**config.mk**
```make
export PLATFORM = sky130hd
export DESIGN_NAME = mem_access_stage_flat
export DESIGN_NICKNAME = d
export VERILOG_FILES = /design/src/rtl/mem_access_stage_if.sv /design/src/rtl/mem_access_stage.sv /design/src/flat_wrapper.sv
export SDC_FILE = /design/constraint.sdc
export NUM_CORES = 1
export LEC_CHECK = 0
export BUFFER_PORTS_ARGS = -buffer_cell sky130_fd_sc_hd__buf_2
export CAP_MARGIN = 20
export CELL_PAD_IN_SITES_DETAIL_PLACEMENT = 1
export CELL_PAD_IN_SITES_GLOBAL_PLACEMENT = 1
export CORE_ASPECT_RATIO = 1.5
export CORE_MARGIN = 2
export CORE_UTILIZATION = 30
export DETAILED_ROUTE_END_ITERATION = 16
export GPL_ROUTABILITY_DRIVEN = 1
export PLACE_DENSITY = 0.73
export SYNTH_ARGS = -nofsm -noshare
export SYNTH_HDL_FRONTEND = slang
export SYNTH_SLANG_ARGS = --single-unit
```
**constraint.sdc**
```tcl
create_clock -name clk -period 1.53 [get_ports clk]
set_clock_uncertainty 0.15 [all_clocks]
set_input_delay 0.2295 -clock clk [delete_from_list [all_inputs] [get_ports clk]]
set_output_delay 0.2295 -clock clk [all_outputs]
set_load 0.05 [all_outputs]
```
**src/rtl/mem_access_stage_if.sv**
```systemverilog
// Data-memory request/acknowledge port of the MIPS memory-access stage.
interface mem_access_stage_if;
  logic        dmem_req;
  logic        dmem_we;
  logic [31:0] dmem_addr;
  logic [31:0] dmem_wdata;
  logic        dmem_ack;
  logic [31:0] dmem_rdata;

  modport master (
    output dmem_req, dmem_we, dmem_addr, dmem_wdata,
    input  dmem_ack, dmem_rdata
  );

  modport slave (
    input  dmem_req, dmem_we, dmem_addr, dmem_wdata,
    output dmem_ack, dmem_rdata
  );
endinterface

```
**src/rtl/mem_access_stage.sv**
```systemverilog
// MIPS memory-access stage: issues LW/SW on a req/ack port, forwards other ALU results to writeback.
// state | meaning
// IDLE  | accepting instructions; non-memory results go straight to writeback
// BUSY  | request outstanding; waiting for dmem_ack or the ack timeout
module mem_access_stage #(
  parameter int TO_W = 8
) (
  input  logic                       clk,
  input  logic                       rst,
  input  logic                       in_valid,
  input  logic [5:0]                 in_opcode,
  input  logic                       in_wr_en,
  input  logic [4:0]                 in_wr_addr,
  input  logic [31:0]                alu_rslt,
  input  logic [31:0]                store_data,
  output logic                       stall,
  mem_access_stage_if.master         dmem,
  output logic                       wb_en,
  output logic [4:0]                 wb_addr,
  output logic [31:0]                wb_data,
  output logic                       err_align,
  output logic                       err_bus
);

  localparam logic [5:0] OP_LW = 6'h23;
  localparam logic [5:0] OP_SW = 6'h2b;
  // cnt_q holds the BUSY cycles already elapsed, so the (2**TO_W-1)th BUSY cycle sees 2**TO_W-2
  localparam logic [TO_W-1:0] TO_LAST = {{(TO_W-1){1'b1}}, 1'b0};

  typedef enum logic {IDLE, BUSY} state_t;

  state_t           state_q, state_d;
  logic [TO_W-1:0]  cnt_q, cnt_d;
  logic [4:0]       wr_addr_q, wr_addr_d;
  logic             req_q, req_d;
  logic             we_q, we_d;
  logic [31:0]      addr_q, addr_d;
  logic [31:0]      wdata_q, wdata_d;
  logic             wb_en_d;
  logic [4:0]       wb_addr_d;
  logic [31:0]      wb_data_d;
  logic             err_align_d, err_bus_d;
  logic             is_mem, aligned, timeout, stall_raw;

  assign is_mem  = (in_opcode == OP_LW) || (in_opcode == OP_SW);
  assign aligned = (alu_rslt[1:0] == 2'b00);
  assign timeout = (cnt_q == TO_LAST);

  always_comb begin
    state_d     = state_q;
    cnt_d       = cnt_q;
    wr_addr_d   = wr_addr_q;
    req_d       = req_q;
    we_d        = we_q;
    addr_d      = addr_q;
    wdata_d     = wdata_q;
    wb_en_d     = 1'b0;
    wb_addr_d   = wb_addr;
    wb_data_d   = wb_data;
    err_align_d = 1'b0;
    err_bus_d   = 1'b0;
    stall_raw   = 1'b0;

    case (state_q)
      IDLE: begin
        if (in_valid) begin
          if (is_mem) begin
            if (aligned) begin
              stall_raw = 1'b1;
              req_d     = 1'b1;
              we_d      = (in_opcode == OP_SW);
              addr_d    = alu_rslt;
              wdata_d   = store_data;
              wr_addr_d = in_wr_addr;
              cnt_d     = '0;
              state_d   = BUSY;
            end else begin
              err_align_d = 1'b1;
            end
          end else begin
            wb_en_d   = in_wr_en && (in_wr_addr != 5'd0);
            wb_addr_d = in_wr_addr;
            wb_data_d = alu_rslt;
          end
        end
      end
      BUSY: begin
        cnt_d     = cnt_q + {{(TO_W-1){1'b0}}, 1'b1};
        stall_raw = !dmem.dmem_ack && !timeout;
        // ack takes priority over a timeout landing in the same cycle
        if (dmem.dmem_ack) begin
          req_d   = 1'b0;
          state_d = IDLE;
          if (!we_q) begin
            wb_en_d   = (wr_addr_q != 5'd0);
            wb_addr_d = wr_addr_q;
            wb_data_d = dmem.dmem_rdata;
          end
        end else if (timeout) begin
          req_d     = 1'b0;
          err_bus_d = 1'b1;
          state_d   = IDLE;
        end
      end
      default: state_d = IDLE;
    endcase
  end

  assign stall = stall_raw && !rst;

  always_ff @(posedge clk) begin
    if (rst) begin
      state_q   <= IDLE;
      cnt_q     <= '0;
      wr_addr_q <= 5'd0;
      req_q     <= 1'b0;
      we_q      <= 1'b0;
      addr_q    <= 32'd0;
      wdata_q   <= 32'd0;
      wb_en     <= 1'b0;
      wb_addr   <= 5'd0;
      wb_data   <= 32'd0;
      err_align <= 1'b0;
      err_bus   <= 1'b0;
    end else begin
      state_q   <= state_d;
      cnt_q     <= cnt_d;
      wr_addr_q <= wr_addr_d;
      req_q     <= req_d;
      we_q      <= we_d;
      addr_q    <= addr_d;
      wdata_q   <= wdata_d;
      wb_en     <= wb_en_d;
      wb_addr   <= wb_addr_d;
      wb_data   <= wb_data_d;
      err_align <= err_align_d;
      err_bus   <= err_bus_d;
    end
  end

  assign dmem.dmem_req   = req_q;
  assign dmem.dmem_we    = we_q;
  assign dmem.dmem_addr  = addr_q;
  assign dmem.dmem_wdata = wdata_q;

endmodule

```
**src/flat_wrapper.sv**
```systemverilog
// flat-port wrapper written by rule: the top's interface ports become plain ports
module mem_access_stage_flat 
#(
  parameter int TO_W = 8
)
  (clk, rst, in_valid, in_opcode, in_wr_en, in_wr_addr, alu_rslt, store_data, stall, wb_en, wb_addr, wb_data, err_align, err_bus, dmem_dmem_req, dmem_dmem_we, dmem_dmem_addr, dmem_dmem_wdata, dmem_dmem_ack, dmem_dmem_rdata);
  mem_access_stage_if dmem_i ();
  input  logic clk;
  input  logic rst;
  input  logic in_valid;
  input  logic [5:0] in_opcode;
  input  logic in_wr_en;
  input  logic [4:0] in_wr_addr;
  input  logic [31:0] alu_rslt;
  input  logic [31:0] store_data;
  output logic stall;
  output logic wb_en;
  output logic [4:0] wb_addr;
  output logic [31:0] wb_data;
  output logic err_align;
  output logic err_bus;
  output wire logic [$bits(dmem_i.dmem_req)-1:0] dmem_dmem_req;
  output wire logic [$bits(dmem_i.dmem_we)-1:0] dmem_dmem_we;
  output wire logic [$bits(dmem_i.dmem_addr)-1:0] dmem_dmem_addr;
  output wire logic [$bits(dmem_i.dmem_wdata)-1:0] dmem_dmem_wdata;
  input wire logic [$bits(dmem_i.dmem_ack)-1:0] dmem_dmem_ack;
  input wire logic [$bits(dmem_i.dmem_rdata)-1:0] dmem_dmem_rdata;
  assign dmem_dmem_req = dmem_i.dmem_req;
  assign dmem_dmem_we = dmem_i.dmem_we;
  assign dmem_dmem_addr = dmem_i.dmem_addr;
  assign dmem_dmem_wdata = dmem_i.dmem_wdata;
  assign dmem_i.dmem_ack = dmem_dmem_ack;
  assign dmem_i.dmem_rdata = dmem_dmem_rdata;
  mem_access_stage #(.TO_W(TO_W)) u_core (.clk(clk), .rst(rst), .in_valid(in_valid), .in_opcode(in_opcode), .in_wr_en(in_wr_en), .in_wr_addr(in_wr_addr), .alu_rslt(alu_rslt), .store_data(store_data), .stall(stall), .dmem(dmem_i), .wb_en(wb_en), .wb_addr(wb_addr), .wb_data(wb_data), .err_align(err_align), .err_bus(err_bus));
endmodule
```
==> results of run 1 <==
==> synth_stat cells (all sizes together) (3+ instances only) <==
cell type and count:
mux2i 37, a311oi 3, dfxtp 120, a211oi 37
o21ai 5, buf 23, nand2b 6, nor3 38
a21oi 73, clkbuf 24, o31ai 3, nor2 5
nand2 141, nand4 3
==> placed cells by master, fill, tap and decap left out, types with 4 or more instances in the layout <==
| master | netlist | layout |
|---|---|---|
| sky130_fd_sc_hd__nor3_1 | 38 | 37 |
| sky130_fd_sc_hd__a21oi_2 | 1 | 13 |
| sky130_fd_sc_hd__mux2i_1 | 37 | 34 |
| sky130_fd_sc_hd__clkbuf_16 | 0 | 22 |
| sky130_fd_sc_hd__buf_6 | 5 | 7 |
| sky130_fd_sc_hd__buf_2 | 17 | 216 |
| sky130_fd_sc_hd__a211oi_2 | 30 | 31 |
| sky130_fd_sc_hd__nor2_1 | 5 | 4 |
| sky130_fd_sc_hd__a211oi_1 | 7 | 5 |
| sky130_fd_sc_hd__dfxtp_1 | 120 | 116 |
| sky130_fd_sc_hd__nand2b_1 | 6 | 4 |
| sky130_fd_sc_hd__clkinvlp_4 | 0 | 4 |
| sky130_fd_sc_hd__buf_4 | 1 | 34 |
| sky130_fd_sc_hd__a21oi_1 | 72 | 59 |
| sky130_fd_sc_hd__buf_12 | 0 | 7 |
| sky130_fd_sc_hd__nand2_1 | 141 | 140 |
| sky130_fd_sc_hd__dlygate4sd3_1 | 0 | 71 |
==> routing by layer <==
metal | part of all wire | track usage | wire length, um
met3 | 0.047 | 0.0536 | 955
met1 | 0.37 | 0.202 | 7520
met4 | 0.046 | 0.122 | 942
met2 | 0.54 | 0.394 | 10900
met5 | 0.00054 | 0 | 11
==> metrics by stage <==
| step | setup WS (ns) | util | instance area, um^2 |
|---|---|---|---|
| final | -0.436 | 0.506 | 8160 |
| after global routing | -0.483 | 0.506 | 8160 |
| after CTS | -0.444 | 0.482 | 7770 |
| after detailed placement | -0.414 | 0.397 | 6400 |
| after global placement | -0.319 | 0.397 | 6400 |
| after floorplan | -0.167 | - | 4950 |
==> path summary, 6_finish.rpt <==
| check | startpoint | end | slack (ns) | cells past startpoint |
|---|---|---|---|---|
| hold / removal | rst | u_core.dmem.dmem_req$_SDFFE_PP0P_ | 0.01 | 2 |
| setup reg to reg | u_core.state_q$_SDFF_PP0_ | u_core.wr_addr_q[0]$_SDFFE_PP0P_ | 0.01 | 6 |
| setup / recovery | u_core.cnt_q[0]$_SDFFE_PP0P_ | stall | -0.44 | 5 |
| hold reg to reg | u_core.dmem.dmem_addr[26]$_SDFFE_PP0P_ | u_core.dmem.dmem_addr[26]$_SDFFE_PP0P_ | 0.30 | 2 |
==> critical path, delay by kind of cell, from the launching register on <==
kind	cells	cell delay (ns)
compound gates	2	0.46
buf+inv	2	0.23
fa+ha+maj	1	0.15
flops	1	0.33
==> power by group through the flow <==
| stage | Combinational (W) | Sequential [W] | Clock [W] |
|---|---|---|---|
| 4_1_cts | 0.00106 | 0.00324 | 0.00390 |
| 2_1_floorplan | 0.000282 | 0.00358 | 0 |
| 3_3_place_gp | 0.000864 | 0.00331 | 0 |
| 3_5_place_dp | 0.000895 | 0.00331 | 0 |
| 6_report | 0.00109 | 0.00324 | 0.00382 |
| 5_1_grt | 0.00115 | 0.00325 | 0.00405 |
==> kinds of logic (layout without fill, tap and decap cells) <==
kind of cell / Yosys count / count (layout) / synth area share
multiplexers: 37 / 37 / 0.0753
AND/OR/NAND/NOR: 212 / 212 / 0.190
buffers and inverters: 49 / 376 / 0.0501
AO/OA/AOI/OAI: 130 / 130 / 0.191
adder cells (fa/ha/maj): 2 / 2 / 0.00509
flip-flops: 120 / 120 / 0.489
==> what timing repair did <==
item / 4_1_cts / 5_1_grt
endpoints found under the setup margin: 114 / 101
buffers inserted: 0 / 6
gates cloned: 0 / 7
endpoints found under the hold margin: 74 / 0
pin swaps: 4 / 15
hold buffers: 71 / 0
resized for setup: 23 / 47
==> flip-flops by register name, summed over array words and instances (netlist names), 5 cells and up <==
name                    flops
u_core.cnt_q                8
u_core.wb_addr              5
u_core.dmem.dmem_addr      32
u_core.wr_addr_q            5
u_core.dmem.dmem_wdata     32
u_core.wb_data             32
==> layout make-up <==
class,instances,share of cell area
Clock buffer,18,0.0538
Clock inverter,14,0.0153
Timing Repair Buffer,342,0.298
Sequential cell,120,0.296
Inverter,2,0.00123
Multi-Input combinational cell,381,0.304
Tap cell,206,0.0316
==> results.cfg, run 1 <==
[yosys]
synth-async-reset-ratio = 0
synth_top_area_share = 0.489
post_synth_main_area_contributors = sky130_fd_sc_hd__dfxtp_1 (49%), sky130_fd_sc_hd__nand2_1 (11%), sky130_fd_sc_hd__a211oi_2 (7.6%)
yosysWarnings = 0
synth_seq_cells = 120
synthesis.nets = 664
ys.flop_type = sky130_fd_sc_hd__dfxtp_1
synth.cell_area_um2 = 4920
synth-edff-count = 0
synth_cells = 550
synth_cell_type_count = 41
synthDominantAreaCellType = sky130_fd_sc_hd__dfxtp_1
syn-mean-instance-area_um2 = 8.94
synth_sequential_area_ratio = 0.489

[finish]
layout-area-overhead-vs-synth_pct = 65.9
layout.cells.non_filler = 1083
seq_area_um2 = 2410
post_route_cells_drive_above_1_share = 0.429
antennaDiodeCount = 0
layout.nets = 978
multi_input_comb_area_um2 = 2480
n_fill_cell = 1906

[floorplan]
ios = 219
design.core.area_um2 = 16100
die_area_um2 = 17500
die_x_um = 109
fp-row-count = 57
start_util = 0.305
dieHeight_um = 161

[placed_design]
final_weighted_congestion_in_routability_driven_placement = 0.764
place.port_buffers = 218
dp_hpwl_mm = 12.5
placed_cells_incl_taps = 967

[job]
max_cap_viol_count = 0

[routing]
drt_wl_total_mm = 20.3
initial_drt_markers = 223
via_per_inst = 4.99
detail_route.drc_violations = 0
first_pass_iters = 4
antenna_left = 0
drt-wirelength-per-cell_um = 18.8
total_via_count_in_the_routed_design = 5403

[worst_setup_path]
timing.critical_path.cells = inv_2 -> ha_4 -> a41o_4 -> o22ai_4 -> buf_8
end_kind = output pin
cp_slowest_stage_delay_ns = 0.33
worst-path-max-fanout = 2
worstSetupPathType = reg -> out
worstSetupStartpointType = register
worst-endpoint-required_ns = 1.15
crit_arrival_ns = 1.59
critical-path-slowest-cell = sky130_fd_sc_hd__dfxtp_2

[timing]
fin_hold_ws_ns = 0.0136
report.final.hold_viol_count = 0
finalCritPeriodShare = 1.28
timing_worst_slew_pin_value_ns = 0.752
setup-tns-final_ns = -0.436
setup-violations-final = 1
period_minus_slack_ns = 1.97
fmax_mhz = 509
rsz0062_at_grt = yes
timing.final.ws_setup_ns = -0.436
relSlewSlack = 0.499
drv_slew = 0

[grt]
grt.total_usage = 0.211
maximum_number_of_pins_on_one_net_before_global_route_repair = 70
grt_antenna_before_repair = 1
grt_pass1_vias = 5840
globalRoute.totalOverflow = 0
grt_first_pass_wirelength_mm = 28.7

[pwr]
pleak_nw = 3.37
total_power_w = 0.00816
internal-power_w = 0.00593
pwr-share-seq = 0.397
switching_share = 0.274
ir_drop_v = 0.000647
share_comb_of_total_power = 0.134
net-switching-power_w = 0.00223
clkPwrFrac = 0.469
power-per-cell-area_nw_per_um2 = 1000

[clock_tree]
tritoncts.num_buffers = 17
cts-root-to-sink-buffers = 2
clock-sinks = 120
tritoncts = yes
clkSlewWorstSetupHoldPaths_ns = 0.06
insertion_delay_ns = 0.41
h-tree-depth = 4
ctsRootBufferMaster = sky130_fd_sc_hd__clkbuf_16

[status]
violations = negative setup slack
outcome = complete, but fails checks

[worst_hold_path]
path_type_of_the_worst_min_delay_path = in -> reg
No activity file was read; power rests on OpenSTA's default activity.
==> run 2, diff against run 1 <==
--- a/config.mk
+++ b/config.mk
@@ -10,7 +10,6 @@
 export CELL_PAD_IN_SITES_DETAIL_PLACEMENT = 1
 export CELL_PAD_IN_SITES_GLOBAL_PLACEMENT = 1
 export CORE_ASPECT_RATIO = 1.5
-export CORE_MARGIN = 2
 export CORE_UTILIZATION = 30
 export DETAILED_ROUTE_END_ITERATION = 16
 export GPL_ROUTABILITY_DRIVEN = 1
==> constraint.sdc (replaced) <==
create_clock -name clk -period 1.53 [get_ports clk]
set_clock_uncertainty 0.15 [all_clocks]
set_input_delay 0.0765 -clock clk [delete_from_list [all_inputs] [get_ports clk]]
set_output_delay 0.0765 -clock clk [all_outputs]
set_load 0.05 [all_outputs]
==> results.cfg, run 2 (same netlist as run 1, synthesis figures left out) <==
[grt]
grt_pass1_vias = 6194
globalRoute.totalOverflow = 0
global_route.peak_usage_layer = met2
grt.total_usage = 0.241
met2_usage = 0.455
grt_first_pass_wirelength_mm = 31.7
grt_antenna_before_repair = 2
maximum_number_of_pins_on_one_net_before_global_route_repair = 88
met1_usage = 0.235
globalRouteMet3Util = 0.0452

[clock_tree]
tritoncts.num_buffers = 17
clkSlewWorstSetupHoldPaths_ns = 0.06
clock-sinks = 120
h-tree-depth = 4
cts-root-to-sink-buffers = 2
ctsRootBufferMaster = sky130_fd_sc_hd__clkbuf_16
ctsHoldBuffers = 105
insertion_delay_ns = 0.41
tritoncts = yes

[worst_setup_path]
crit_arrival_ns = 1.60
r2r-end = u_core.cnt_q[6]$_SDFFE_PP0P_
crit_path_frequent_cell = sky130_fd_sc_hd__buf_12
r2r_setup_slack_ns = -0.27
worstSetupPathType = reg -> out
rr_startpoint = u_core.state_q$_SDFF_PP0_
critical-path-slowest-cell = sky130_fd_sc_hd__dfxtp_4
worst-path-max-fanout = 4
worst-endpoint-required_ns = 1.30
worstSetupStartpointType = register
cp_slowest_stage_delay_ns = 0.36
ff2ff_path_depth = 7
timing.critical_path.cells = nor2b_4 -> nand4_1 -> buf_12 -> o22ai_4 -> buf_12
end_kind = output pin

[status]
violations = negative hold slack, negative setup slack
outcome = complete, but fails checks

[timing]
drv_slew = 0
report.final.hold_viol_count = 2
setup-violations-final = 112
timing.final.ws_setup_ns = -0.301
relSlewSlack = 0.617
fin_hold_ws_ns = -0.0472
finalCritPeriodShare = 1.20
fmax_mhz = 546
timing_worst_slew_pin_value_ns = 0.575
rsz0062_at_grt = yes
period_minus_slack_ns = 1.83

[floorplan]
die_x_um = 107
die_area_um2 = 16900
start_util = 0.305
dieHeight_um = 159
ios = 219
design.core.area_um2 = 16100
fp-row-count = 57

[routing]
total_via_count_in_the_routed_design = 5823
detail_route.drc_violations = 0
via_per_inst = 5.21
first_pass_iters = 4
drt_wl_total_mm = 24.9
initial_drt_markers = 349
drt-wirelength-per-cell_um = 22.3
antenna_left = 0

[finish]
layout.nets = 1011
n_fill_cell = 1803
post_route_cells_drive_above_1_share = 0.504
leading_cell_types_in_the_layout_fill_and_taps_excluded = sky130_fd_sc_hd__buf_2 (216), sky130_fd_sc_hd__dfxtp_1 (117), sky130_fd_sc_hd__dlygate4sd3_1 (105)
layout_commonest_cell = sky130_fd_sc_hd__buf_2
layout-area-overhead-vs-synth_pct = 83.3

[placed_design]
final_weighted_congestion_in_routability_driven_placement = 0.815
dp_hpwl_mm = 12.1
pre_cts_ws_ns = -0.132
place.port_buffers = 218

[pwr]
power-per-cell-area_nw_per_um2 = 961
pleak_nw = 3.68
ir_drop_v = 0.000739
total_power_w = 0.00867

[worst_hold_path]
worstHoldEndpoint = u_core.cnt_q[5]$_SDFFE_PP0P_
hold_start = rst
path_type_of_the_worst_min_delay_path = in -> reg
worst_hold_path.num_cells = 3

[job]
max_cap_viol_count = 0
[run 2: cell count changes in the layout (fill, tap and decap cells not counted), moves of 5 or more]
| cell | previous run | this run |
|---|---|---|
| sky130_fd_sc_hd__a21oi_1 | 59 | 29 |
| sky130_fd_sc_hd__buf_4 | 34 | 20 |
| sky130_fd_sc_hd__dlygate4sd3_1 | 71 | 105 |
| sky130_fd_sc_hd__a21oi_2 | 13 | 43 |
| sky130_fd_sc_hd__a211oi_1 | 5 | 0 |
| sky130_fd_sc_hd__buf_8 | 1 | 6 |
| sky130_fd_sc_hd__nand2_1 | 140 | 102 |
| sky130_fd_sc_hd__a211oi_2 | 31 | 36 |
| sky130_fd_sc_hd__nand2_2 | 1 | 37 |
| sky130_fd_sc_hd__nor3_2 | 1 | 19 |
| sky130_fd_sc_hd__buf_12 | 7 | 12 |
| sky130_fd_sc_hd__nor3_1 | 37 | 18 |
[run 2: final cells by class]
class | instances | area [um^2] | area share
diodes | 2 | 5.00 | 0.000555
well taps | 206 | 258 | 0.0286
flip-flops and latches | 120 | 2410 | 0.267
clock buffers | 18 | 439 | 0.0487
clock inverters | 14 | 164 | 0.0182
repair buffers | 375 | 2980 | 0.330
multi-input cells | 381 | 2750 | 0.305
inverters | 2 | 10.0 | 0.00111
[run 2: power by group]
part	switching, W	internal [W]	total, W
logic	0.000737	0.000538	0.00127
clock network	0.00165	0.00249	0.00414
registers	0.0000561	0.00320	0.00326
total	0.00244	0.00623	0.00867
[run 2: stage by stage]
stage / instances / setup TNS, ns / util / instance area (um^2)
after floorplan: 550 / 0 / - / 4940
after global placement: 955 / -0.00287 / 0.396 / 6380
after detailed placement: 955 / -3.22 / 0.396 / 6380
after CTS: 1098 / -5.71 / 0.512 / 8250
after global routing: 1118 / -21.53 / 0.559 / 9010
final: 1118 / -16.21 / 0.559 / 9010
[run 2: timing repair]
item,4_1_cts,5_1_grt
setup endpoints to repair,82,114
setup buffers,4,6
hold endpoints to repair,110,2
cloned,3,13
resized for setup,24,119
pin swaps,4,66
[run 2: routing by layer]
| metal | up-vias | wire (um) |
|---|---|---|
| met4 | 0 | 1600 |
| li1 | 2618 | - |
| met2 | 233 | 13400 |
| met3 | 98 | 1020 |
| met5 | - | 0 |
| met1 | 2874 | 8880 |
[run 2: worst max path at each step]
stage                     slack (ns)                             start                              end
after floorplan                 0.02  u_core.dmem.dmem_we$_SDFFE_PP0P_  u_core.wb_data[10]$_SDFFE_PP0P_
after global placement        -0.002         u_core.state_q$_SDFF_PP0_   u_core.wb_data[0]$_SDFFE_PP0P_
after detailed placement       -0.13         u_core.state_q$_SDFF_PP0_  u_core.wb_data[31]$_SDFFE_PP0P_
after CTS                      -0.33         u_core.state_q$_SDFF_PP0_                            stall
after global routing           -0.36         u_core.state_q$_SDFF_PP0_                            stall
final                          -0.30         u_core.state_q$_SDFF_PP0_                            stall
[run 2: critical path: cells and delay by family, from the launching register on]
kind	cells	cell delay (ns)
flip-flops	1	0.36
AO/OA/AOI/OAI	1	0.16
buffers and inverters	2	0.36
AND/OR/NAND/NOR	2	0.30
==> run 3, diff against run 2 <==
==> constraint.sdc (replaced) <==
create_clock -name clk -period 1.53 [get_ports clk]
set_clock_uncertainty 0.15 [all_clocks]
set_input_delay 0.2295 -clock clk [delete_from_list [all_inputs] [get_ports clk]]
set_output_delay 0.2295 -clock clk [all_outputs]
set_load 0.05 [all_outputs]
==> results.cfg, run 3 (same netlist as run 1, synthesis figures left out) <==
[status]
outcome = complete, but fails checks
violations = negative setup slack

[pwr]
pleak_nw = 3.30
ir_drop_v = 0.000607
power-per-cell-area_nw_per_um2 = 1080

[clock_tree]
h-tree-depth = 4
cts-root-to-sink-buffers = 2
clock-sinks = 120
insertion_delay_ns = 0.41
tritoncts.num_buffers = 17
clkSlewWorstSetupHoldPaths_ns = 0.06
tritoncts = yes
ctsRootBufferMaster = sky130_fd_sc_hd__clkbuf_16

[grt]
globalRoute.totalOverflow = 0
grt.total_usage = 0.222
grt_antenna_before_repair = 0
maximum_number_of_pins_on_one_net_before_global_route_repair = 59
grt_pass1_vias = 5957
grt_first_pass_wirelength_mm = 29.4

[routing]
total_via_count_in_the_routed_design = 5338
detail_route.drc_violations = 0
drt-wirelength-per-cell_um = 17.7
initial_drt_markers = 217
antenna_left = 0
first_pass_iters = 6
routed-wl-met2_mm = 10.2
drt_wl_total_mm = 18.9
met3_routed_wl_um = 896
via_per_inst = 4.99
routed.top_layer = met4
m1WireLength_mm = 7.01

[finish]
post_route_cells_drive_above_1_share = 0.400
antennaDiodeCount = 0
layout-area-overhead-vs-synth_pct = 61.5
layout_commonest_cell = sky130_fd_sc_hd__buf_2
layout.nets = 964
leading_cell_types_in_the_layout_fill_and_taps_excluded = sky130_fd_sc_hd__buf_2 (216), sky130_fd_sc_hd__nand2_1 (141), sky130_fd_sc_hd__dfxtp_1 (116)
post-route-cell-area_um2 = 7940

[floorplan]
fp-row-count = 57
ios = 219
die_x_um = 107
dieHeight_um = 159
die_area_um2 = 16900
design.core.area_um2 = 16100
start_util = 0.305

[timing]
report.final.hold_viol_count = 0
timing.final.ws_setup_ns = -0.388
period_minus_slack_ns = 1.92
finalCritPeriodShare = 1.25
setup-violations-final = 74
fmax_mhz = 521
setup-tns-final_ns = -2.69
timing_worst_slew_pin_value_ns = 0.455
relSlewSlack = 0.692
drv_slew = 0
rsz0062_at_grt = yes

[placed_design]
detailed_place.area_um2 = 6450
dp_hpwl_mm = 12.2
final_weighted_congestion_in_routability_driven_placement = 0.778
place.port_buffers = 218

[worst_setup_path]
crit_arrival_ns = 1.54
worstSetupPathType = reg -> out
worst-endpoint-required_ns = 1.15
r2r_setup_slack_ns = -0.09
worst-path-max-fanout = 6
worstSetupStartpointType = register
end_kind = output pin

[job]
max_cap_viol_count = 0

[worst_hold_path]
path_type_of_the_worst_min_delay_path = in -> reg
==> run 3: cell count changes in the layout (fill, tap and decap cells not counted), moves of 5 or more <==
| cell | previous run | this run |
|---|---|---|
| sky130_fd_sc_hd__a21oi_2 | 43 | 0 |
| sky130_fd_sc_hd__buf_4 | 20 | 29 |
| sky130_fd_sc_hd__a211oi_2 | 36 | 31 |
| sky130_fd_sc_hd__nand2_2 | 37 | 0 |
| sky130_fd_sc_hd__dlygate4sd3_1 | 105 | 71 |
| sky130_fd_sc_hd__buf_8 | 6 | 1 |
| sky130_fd_sc_hd__nor3_2 | 19 | 0 |
| sky130_fd_sc_hd__nand2_1 | 102 | 141 |
| sky130_fd_sc_hd__a211oi_1 | 0 | 6 |
| sky130_fd_sc_hd__nor3_1 | 18 | 38 |
| sky130_fd_sc_hd__a21oi_1 | 29 | 72 |
| sky130_fd_sc_hd__clkbuf_16 | 26 | 18 |
==> run 3: per-stage QoR <==
| stage | setup WS [ns] | cells | hold WS (ns) | power (W) | util |
|---|---|---|---|---|---|
| 5_1_grt | -0.444 | 1069 | 0.0568 | 0.00891 | 0.493 |
| 2_1_floorplan | -0.167 | 550 | 0.158 | 0.00386 | - |
| 3_3_place_gp | -0.213 | 963 | 0.286 | 0.00419 | 0.400 |
| 6_report | -0.388 | 1069 | 0.0460 | 0.00860 | 0.493 |
| 4_1_cts | -0.430 | 1066 | 0.0198 | 0.00866 | 0.486 |
| 3_5_place_dp | -0.291 | 963 | 0.291 | 0.00422 | 0.400 |
==> run 3: path summary, 6_finish.rpt <==
kind	depth (start not counted)	start	endpoint
max reg2reg	6	u_core.state_q$_SDFF_PP0_	u_core.dmem.dmem_addr[2]$_SDFFE_PP0P_
max	5	u_core.state_q$_SDFF_PP0_	stall
min reg2reg	2	u_core.dmem.dmem_wdata[2]$_SDFFE_PP0P_	u_core.dmem.dmem_wdata[2]$_SDFFE_PP0P_
min	3	dmem_dmem_rdata[23]	u_core.wb_data[23]$_SDFFE_PP0P_
==> run 3: final cells by class <==
| cell class | instances | area, um^2 |
|---|---|---|
| Fill cell | 1908 | 8180 |
| Sequential cell | 120 | 2410 |
| Multi-Input combinational cell | 381 | 2390 |
| Timing Repair Buffer | 328 | 2230 |
| Clock buffer | 20 | 478 |
| Tap cell | 206 | 258 |
| Clock inverter | 12 | 161 |
| Inverter | 2 | 7.51 |
==> run 3: power breakdown <==
group	switching [W]	internal (W)
clock	0.00151	0.00276
combinational	0.000640	0.000440
sequential	0.0000443	0.00320
==> run 3: timing repair <==
action                                  4_1_cts  5_1_grt
resized for setup                             9       21
setup buffers                                 0        4
endpoints found under the hold margin        71        0
hold buffers                                 71        0
endpoints found under the setup margin       80       90
pin swaps                                     3        6
==> run 3: layer usage <==
| layer | vias up | track usage |
|---|---|---|
| li1 | 2532 | - |
| met1 | 2560 | 0.214 |
| met2 | 187 | 0.411 |
| met3 | 59 | 0.0546 |
| met4 | 0 | 0.141 |
| met5 | - | 0 |
==> run 3: worst max-delay path, cell delays in order, from the launching register on <==
cell and delay (ns):
sky130_fd_sc_hd__dfxtp_4 0.37, sky130_fd_sc_hd__nor2b_4 0.12, sky130_fd_sc_hd__nand4_1 0.13, sky130_fd_sc_hd__buf_4 0.18, sky130_fd_sc_hd__o22ai_4 0.16, sky130_fd_sc_hd__buf_8 0.17
